### src/rtl/mem_arbiter_if.sv
// mem_arbiter_if: CPU and DMA request ports plus the shared memory port.
// slave = arbiter side; master = requesters and memory side.
interface mem_arbiter_if;
   logic        I_c_req;
   logic        I_c_we;
   logic [31:0] I_c_addr;
   logic [31:0] I_c_data;
   logic [3:0]  I_c_mask;
   logic [31:0] O_c_data;
   logic        O_c_ack;
   logic        I_d_req;
   logic        I_d_we;
   logic [31:0] I_d_addr;
   logic [31:0] I_d_data;
   logic [3:0]  I_d_mask;
   logic [31:0] O_d_data;
   logic        O_d_ack;
   logic [31:0] O_m_addr;
   logic [31:0] O_m_data;
   logic [3:0]  O_m_mask;
   logic        O_m_we;
   logic [31:0] I_m_data;
   logic        I_m_stall;
   logic        O_busy;

   modport slave (
      input  I_c_req, I_c_we, I_c_addr, I_c_data, I_c_mask,
      input  I_d_req, I_d_we, I_d_addr, I_d_data, I_d_mask,
      input  I_m_data, I_m_stall,
      output O_c_data, O_c_ack, O_d_data, O_d_ack,
      output O_m_addr, O_m_data, O_m_mask, O_m_we, O_busy
   );

   modport master (
      output I_c_req, I_c_we, I_c_addr, I_c_data, I_c_mask,
      output I_d_req, I_d_we, I_d_addr, I_d_data, I_d_mask,
      output I_m_data, I_m_stall,
      input  O_c_data, O_c_ack, O_d_data, O_d_ack,
      input  O_m_addr, O_m_data, O_m_mask, O_m_we, O_busy
   );
endinterface

### src/rtl/mem_arbiter.sv
// mem_arbiter: shares one memory port between a CPU and a DMA requester.
// Ports: I_clk, I_rst (async, active-high), bus (mem_arbiter_if.slave).
module mem_arbiter #(
   parameter bit CPU_PRIO = 1'b0
) (
   input logic           I_clk,
   input logic           I_rst,
   mem_arbiter_if.slave  bus
);

   typedef enum logic [1:0] {IDLE, ISSUE, RDATA, DONE} state_t;

   state_t      state_q;
   logic        owner_q;
   logic        last_q;
   logic [31:0] m_addr_q;
   logic [31:0] m_data_q;
   logic [3:0]  m_mask_q;
   logic        m_we_q;
   logic [31:0] c_data_q;
   logic [31:0] d_data_q;
   logic        c_ack_q;
   logic        d_ack_q;
   logic        busy_q;

   logic        any_req;
   logic        dma_d;

   // owner/last encoding: 1 = DMA, 0 = CPU
   always_comb begin
      any_req = bus.I_c_req | bus.I_d_req;
      if (!bus.I_c_req) begin
         dma_d = 1'b1;
      end else if (!bus.I_d_req) begin
         dma_d = 1'b0;
      end else if (CPU_PRIO) begin
         dma_d = 1'b0;
      end else begin
         // tie: whoever was not granted last
         dma_d = ~last_q;
      end
   end

   always_ff @(posedge I_clk or posedge I_rst) begin
      if (I_rst) begin
         state_q  <= IDLE;
         owner_q  <= 1'b0;
         last_q   <= 1'b1;
         m_addr_q <= '0;
         m_data_q <= '0;
         m_mask_q <= '0;
         m_we_q   <= 1'b0;
         c_data_q <= '0;
         d_data_q <= '0;
         c_ack_q  <= 1'b0;
         d_ack_q  <= 1'b0;
         busy_q   <= 1'b0;
      end else begin
         unique case (state_q)
            IDLE: begin
               if (any_req) begin
                  owner_q  <= dma_d;
                  last_q   <= dma_d;
                  m_addr_q <= dma_d ? bus.I_d_addr : bus.I_c_addr;
                  m_data_q <= dma_d ? bus.I_d_data : bus.I_c_data;
                  m_mask_q <= dma_d ? bus.I_d_mask : bus.I_c_mask;
                  m_we_q   <= dma_d ? bus.I_d_we   : bus.I_c_we;
                  busy_q   <= 1'b1;
                  state_q  <= ISSUE;
               end
            end
            ISSUE: begin
               if (!bus.I_m_stall) begin
                  // we/mask only live during ISSUE; addr/data keep last value
                  m_we_q   <= 1'b0;
                  m_mask_q <= '0;
                  if (m_we_q) begin
                     c_ack_q <= ~owner_q;
                     d_ack_q <= owner_q;
                     state_q <= DONE;
                  end else begin
                     state_q <= RDATA;
                  end
               end
            end
            RDATA: begin
               if (owner_q) begin
                  d_data_q <= bus.I_m_data;
               end else begin
                  c_data_q <= bus.I_m_data;
               end
               c_ack_q <= ~owner_q;
               d_ack_q <= owner_q;
               state_q <= DONE;
            end
            DONE: begin
               c_ack_q <= 1'b0;
               d_ack_q <= 1'b0;
               busy_q  <= 1'b0;
               state_q <= IDLE;
            end
            default: begin
               state_q <= IDLE;
            end
         endcase
      end
   end

   assign bus.O_c_data = c_data_q;
   assign bus.O_c_ack  = c_ack_q;
   assign bus.O_d_data = d_data_q;
   assign bus.O_d_ack  = d_ack_q;
   assign bus.O_m_addr = m_addr_q;
   assign bus.O_m_data = m_data_q;
   assign bus.O_m_mask = m_mask_q;
   assign bus.O_m_we   = m_we_q;
   assign bus.O_busy   = busy_q;

endmodule

### src/flat_wrapper.sv
// flat-port wrapper written by rule: the top's interface ports become plain ports
module mem_arbiter_flat 
#(
   parameter bit CPU_PRIO = 1'b0
)
  (I_clk, I_rst, bus_I_c_req, bus_I_c_we, bus_I_c_addr, bus_I_c_data, bus_I_c_mask, bus_I_d_req, bus_I_d_we, bus_I_d_addr, bus_I_d_data, bus_I_d_mask, bus_I_m_data, bus_I_m_stall, bus_O_c_data, bus_O_c_ack, bus_O_d_data, bus_O_d_ack, bus_O_m_addr, bus_O_m_data, bus_O_m_mask, bus_O_m_we, bus_O_busy);
  mem_arbiter_if bus_i ();
  input logic I_clk;
  input logic I_rst;
  input wire logic [$bits(bus_i.I_c_req)-1:0] bus_I_c_req;
  input wire logic [$bits(bus_i.I_c_we)-1:0] bus_I_c_we;
  input wire logic [$bits(bus_i.I_c_addr)-1:0] bus_I_c_addr;
  input wire logic [$bits(bus_i.I_c_data)-1:0] bus_I_c_data;
  input wire logic [$bits(bus_i.I_c_mask)-1:0] bus_I_c_mask;
  input wire logic [$bits(bus_i.I_d_req)-1:0] bus_I_d_req;
  input wire logic [$bits(bus_i.I_d_we)-1:0] bus_I_d_we;
  input wire logic [$bits(bus_i.I_d_addr)-1:0] bus_I_d_addr;
  input wire logic [$bits(bus_i.I_d_data)-1:0] bus_I_d_data;
  input wire logic [$bits(bus_i.I_d_mask)-1:0] bus_I_d_mask;
  input wire logic [$bits(bus_i.I_m_data)-1:0] bus_I_m_data;
  input wire logic [$bits(bus_i.I_m_stall)-1:0] bus_I_m_stall;
  output wire logic [$bits(bus_i.O_c_data)-1:0] bus_O_c_data;
  output wire logic [$bits(bus_i.O_c_ack)-1:0] bus_O_c_ack;
  output wire logic [$bits(bus_i.O_d_data)-1:0] bus_O_d_data;
  output wire logic [$bits(bus_i.O_d_ack)-1:0] bus_O_d_ack;
  output wire logic [$bits(bus_i.O_m_addr)-1:0] bus_O_m_addr;
  output wire logic [$bits(bus_i.O_m_data)-1:0] bus_O_m_data;
  output wire logic [$bits(bus_i.O_m_mask)-1:0] bus_O_m_mask;
  output wire logic [$bits(bus_i.O_m_we)-1:0] bus_O_m_we;
  output wire logic [$bits(bus_i.O_busy)-1:0] bus_O_busy;
  assign bus_i.I_c_req = bus_I_c_req;
  assign bus_i.I_c_we = bus_I_c_we;
  assign bus_i.I_c_addr = bus_I_c_addr;
  assign bus_i.I_c_data = bus_I_c_data;
  assign bus_i.I_c_mask = bus_I_c_mask;
  assign bus_i.I_d_req = bus_I_d_req;
  assign bus_i.I_d_we = bus_I_d_we;
  assign bus_i.I_d_addr = bus_I_d_addr;
  assign bus_i.I_d_data = bus_I_d_data;
  assign bus_i.I_d_mask = bus_I_d_mask;
  assign bus_i.I_m_data = bus_I_m_data;
  assign bus_i.I_m_stall = bus_I_m_stall;
  assign bus_O_c_data = bus_i.O_c_data;
  assign bus_O_c_ack = bus_i.O_c_ack;
  assign bus_O_d_data = bus_i.O_d_data;
  assign bus_O_d_ack = bus_i.O_d_ack;
  assign bus_O_m_addr = bus_i.O_m_addr;
  assign bus_O_m_data = bus_i.O_m_data;
  assign bus_O_m_mask = bus_i.O_m_mask;
  assign bus_O_m_we = bus_i.O_m_we;
  assign bus_O_busy = bus_i.O_busy;
  mem_arbiter #(.CPU_PRIO(CPU_PRIO)) u_core (.I_clk(I_clk), .I_rst(I_rst), .bus(bus_i));
endmodule
### config.mk
export PLATFORM = sky130hd
export DESIGN_NAME = mem_arbiter_flat
export DESIGN_NICKNAME = d
export VERILOG_FILES = /design/src/rtl/mem_arbiter_if.sv /design/src/rtl/mem_arbiter.sv /design/src/flat_wrapper.sv
export SDC_FILE = /design/constraint.sdc
export NUM_CORES = 1
export LEC_CHECK = 0
export CAP_MARGIN = 20
export CORE_MARGIN = 2
export CORE_UTILIZATION = 40
export DETAILED_ROUTE_END_ITERATION = 8
export PLACE_DENSITY = 0.81
export REMOVE_ABC_BUFFERS = 1
export SLEW_MARGIN = 25
export SYNTH_ARGS = -nofsm -noshare
export SYNTH_HDL_FRONTEND = slang
export SYNTH_SLANG_ARGS = --single-unit
### constraint.sdc
create_clock -name I_clk -period 5.2 [get_ports I_clk]
set_input_delay 1.04 -clock I_clk [delete_from_list [all_inputs] [get_ports I_clk]]
set_output_delay 1.04 -clock I_clk [all_outputs]
set_load 0.01 [all_outputs]
* Yosys cells after proc, flatten, opt, wreduce, memory -nomap -nowiden
Cells that the tools add are included.
** Word-level totals
- Latch bits :: 0
- Memory bits (writable) :: 0
- Output and inout port bits :: 136
- Input port bits :: 175
- ROM bits :: 0
- Memories :: 0
- Register bits after elaboration :: 140
- Word-level logic and storage cells :: 56
** Operators by class
- Shifts and indexed selects :: 0
- Eq/ne operators :: 6
- $mul :: 0
- Add/subtract/negate cells :: 0
- Reductions and logical operators :: 11
- Bitwise logic cells :: 3
- Div/mod/pow operators :: 0
- Magnitude comparators :: 0
- Multiplexer cells :: 24
** Operator list (count)
- 32-bit 2-to-1 mux :: 2
- 4-bit 2-to-1 mux :: 3
- 1-bit 2-to-1 mux :: 11
- 2-bit AND reduction :: 5
- 2-bit one-hot mux with 4 select lines :: 1
- 4-bit one-hot mux with 2 select lines :: 1
- 1-bit one-hot mux with 3 select lines :: 2
- 3-bit AND reduction :: 2
- 2-bit == test, second input constant :: 2
- 2-bit 2-to-1 mux :: 2
- 2-bit by 1-bit != test with 1-bit output, second input constant :: 2
- 1-bit one-hot mux with 2 select lines :: 2
- 2-bit nonzero test :: 2
- 3-bit nonzero test :: 1
- 2-bit by 1-bit == test with 1-bit output, second input constant :: 1
- 2-bit logical NOT :: 1
- 2-bit != test, second input constant :: 1
- 1-bit NOT :: 2
- 1-bit bitwise OR :: 1

* Longest topological paths before layout
- Depth in word-level cells :: 6
- Gate-level depth with buffers :: 7

* Least setup slack after synthesis
OpenSTA, ideal clock, no wires.
- Path kind :: input to register
- Start point :: in bus_I_d_req
- End point :: reg u_core.owner_q
- Library setup time :: 127 ps
- Required time :: 5073 ps
- Setup slack :: 3260 ps
- Stages on the path :: 4
- Arrival time :: 1813 ps
- Path through :: o21ai_2 buf_4 buf_6 mux2_1
** Between the ends
- Cells in the longest elaborated chain, start to end :: 2
- Elaborated cells between the ends (all ways) :: 4
- Classes of those cells :: mux: 2; bitwise: 1; reduce/logical: 1
** Ends and longest elaborated chain
- start, declared :: RTL line flat_wrapper.sv:15 : input wire logic [$bits(bus_i.I_d_req)-1:0] bus_I_d_req;
- 1-bit 2-to-1 mux / 1-bit bitwise OR (equally long branches) :: RTL line mem_arbiter.sv:34, mem_arbiter.sv:31
- 1-bit 2-to-1 mux / 2-bit AND reduction (equally long branches)
- end signal, assigned :: RTL line mem_arbiter.sv:62 : owner_q <= dma_d;
- end, declared :: RTL line mem_arbiter.sv:14 : logic owner_q;
Several ways; a longest one is shown, not always the timed one.
A chain may end at the register's enable or synchronous reset.

* Final worst setup path
- Start point :: in bus_I_d_req
- End point :: reg u_core.m_addr_q[23] (netlist: u_core.bus.O_m_addr[23])
** Between the ends
- Cells in the longest elaborated chain, start to end :: 3
- Elaborated cells between the ends (all ways) :: 5
- Classes of those cells :: mux: 3; bitwise: 1; reduce/logical: 1
** Ends and longest elaborated chain
- 1-bit 2-to-1 mux :: RTL line mem_arbiter.sv:34 : end else if (!bus.I_d_req) begin
- 1-bit 2-to-1 mux :: RTL line mem_arbiter.sv:32 : if (!bus.I_c_req) begin
- 32-bit 2-to-1 mux :: RTL line mem_arbiter.sv:64 : m_addr_q <= dma_d ? bus.I_d_addr : bus.I_c_addr;
- end signal, assigned :: RTL line mem_arbiter.sv:64
- end, declared :: RTL line mem_arbiter.sv:16 : logic [31:0] m_addr_q;
Several ways; a longest one is shown, not always the timed one.

==> results.yml <==
pwr:
  p_comb_frac: 0.462
  switchingPower_uw: 1870
  max-vdd-ir-drop_mv: 0.2429
  intPower_uw: 3859
  p_leak_uw: 0.004308
  pwr-share-seq: 0.340
  power_density_mw_per_mm2: 586.5
  clkPwrFrac: 0.198
  power_switching_share: 0.3264
run:
  cap_violations: 0
clocking:
  cts_tree: "yes"
  postCtsHoldBufs: 0
  cts_buffer_depth: 2
  cts-root-buf: "clkbuf_16"
  cts.reportedPaths.clkPinSlew_ns: 0.06
  cts_setup_buffers: 0
  post_cts_resized: 0
  h-tree-depth: 4
  cts_num_sinks: 140
  numCtsBuffers: 17
  clk_latency_ns: 0.41
run_status:
  status: "complete, no violations"
min_path:
  min_path_type: "flip-flop to flip-flop"
  whs_path_depth: 2
synth:
  synth_area_leaders: "dfrtp_1 (57%), mux2_2 (12%), mux2i_1 (11%), o21ai_1 (5.2%), nand2_1 (4.2%)"
  synth_area_leader_cell: "dfrtp_1"
  syn_inst: 472
  synth_top_area_frac: 0.5745
  synth-warning-count: 0
  netlist_area_mm2: 0.006055
  avgSynthCellArea_um2: 12.83
  ys_seq_area_frac: 0.5788
  synth-seq-cells: 140
  synthDistinctLibCells: 29
layout:
  final_cell_mix: "clkdlybuf4s50_1 (310), dfrtp_1 (139), mux2i_1 (69)"
  regArea_mm2: 0.003505
  diodes: 0
  final_util: 0.6670
  fillers: 1072
  multi_input_area_mm2: 0.002281
  area_growth_pct: 61.34
  drive_above_1_share: 0.1353
  fin_nets: 959
  layout_commonest_cell: "clkdlybuf4s50_1"
sta:
  tns_ns: 0
  clock_skew_ns: 0.01085
  fin_crit_ns: 2.918
  grt_setup_unrepaired: "false"
  drv_slew: 0
  fmaxAchievable_mhz: 342.7
  tightest_slew_ns: 0.9091
  maxSlewHeadroom: 0.3917
  setup-violations-final: 0
  finalCritPeriodShare: 0.5611
  hold_viol: 0
setup_path:
  cp.arrival_ns: 3.18
  path_max_fanout: 50
  ff2ff_path_depth: 4
  start_kind: "primary input"
  critPathKind: "primary input to flip-flop"
  required_ns: 5.46
  worstSetupEndpointType: "flip-flop"
detailed_routing:
  routed_wl_um: 16550
  dr.pass1.iters: 4
  drt-initial-drc-count: 171
  drc_errors: 0
  antenna_left: 0
  dr_total_vias: 4727
  routedWlPerCell_um: 16.98
  vias_per_cell: 4.848
global_route:
  grt_pass1_wl_um: 25880
  grt.total_usage: 0.2050
  first_global_vias: 5067
  antenna_found_initial: 0
  overflow: 0
  grt_start_max_net_pins: 108
die:
  start_util: 0.4134
  rows: 44
  ioPinCount: 311
  die_x_um: 127.0
  core_area_mm2: 0.01464
  dieArea_mm2: 0.01614
  die_h_um: 127.0
placement:
  dp_hpwl_um: 12690
  globalplace.congestion: 0.7902
  portBuffers: 310
logic make-up (layout without fill, tap and decap cells):
logic type               count (synthesis)  in the layout  synth area share
AO/OA/AOI/OAI                           80             80           0.07316
adder cells (fa/ha/maj)                  6              6           0.01240
buffers and inverters                   35            354           0.04732
flip-flops                             140            140            0.5788
multiplexers                           137            137            0.2405
AND/OR/NAND/NOR                         74             74           0.04774
metrics by stage:
| step | area, um^2 | instances | worst slack, ns | total power, uW | hold slack (ns) |
|---|---|---|---|---|---|
| after floorplan | 5791 | 443 | 0.4088 | 3149 | 0.5162 |
| after global placement | 9204 | 943 | 1.907 | 4536 | 0.4679 |
| after detailed placement | 9204 | 943 | 1.838 | 4640 | 0.4748 |
| after CTS | 9766 | 975 | 2.259 | 5796 | 0.4871 |
| after global routing | 9768 | 975 | 2.162 | 6071 | 0.5043 |
| final | 9768 | 975 | 2.282 | 5729 | 0.4833 |
critical path, stage by stage:
cell and delay, ns:
clkdlybuf4s50_1 0.56, inv_2 0.07, o21ai_4 0.72, buf_12 0.40, mux2i_1 0.23, o21ai_0 0.09
power by group through the flow:
stage / sequential, uW / clock (uW) / combinational (uW)
final: 1950 / 1140 / 2640
after global routing: 2020 / 1210 / 2850
after detailed placement: 1960 / 0 / 2680
after floorplan: 2180 / 0 / 970
after global placement: 1930 / 0 / 2600
after CTS: 1950 / 1160 / 2680
sequential cells by signal, indices dropped and copies added, names as in the netlist:
signal,cells
u_core.bus.O_busy,1
u_core.bus.O_c_ack,1
u_core.bus.O_c_data,32
u_core.bus.O_d_ack,1
u_core.bus.O_d_data,32
u_core.bus.O_m_addr,32
u_core.bus.O_m_data,32
u_core.bus.O_m_mask,4
u_core.bus.O_m_we,1
u_core.last_q,1
u_core.owner_q,1
u_core.state_q,2
final timing paths:
check,start,end,slack (ns)
worst max-delay path,bus_I_d_req,u_core.bus.O_m_addr[23],2.28
worst min-delay path,u_core.bus.O_m_addr[19],u_core.bus.O_m_addr[19],0.48
worst max register to register,u_core.last_q,u_core.bus.O_m_addr[23],3.20
worst min register to register,u_core.bus.O_m_addr[19],u_core.bus.O_m_addr[19],0.48
max in group asynchronous,I_rst,u_core.bus.O_m_addr[5],3.06
min in group asynchronous,I_rst,u_core.bus.O_c_data[30],1.12
layer usage:
metal,GRT usage,share of wire,up-vias
li1,-,-,2255
met5,0,0,-
met2,0.3665,0.51,217
met4,0.07175,0.018,0
met3,0.06742,0.083,24
met1,0.2299,0.39,2231
final cells by class:
cell class              count  share of cell area
flip-flops and latches    140              0.3588
repair buffers            316              0.3236
multi-input cells         297              0.2335
clock buffers              21             0.04611
well taps                 184             0.02357
clock inverters            11             0.01140
inverters                   6            0.003074
cells in the mapped netlist, drive strengths merged:
| master | instances |
|---|---|
| a2111oi | 1 |
| clkbuf | 10 |
| ha | 6 |
| nand2 | 68 |
| o211ai | 1 |
| dfstp | 1 |
| mux2 | 68 |
| o21ai | 68 |
| nor2b | 1 |
| nand2b | 1 |
| nand3b | 1 |
| a21oi | 2 |
| a22o | 2 |
| or2 | 1 |
| o2bb2ai | 5 |
| buf | 19 |
| mux2i | 69 |
| nor2 | 2 |
| inv | 6 |
| o21bai | 1 |
| dfrtp | 139 |
Power figures use the tool's default switching activity.
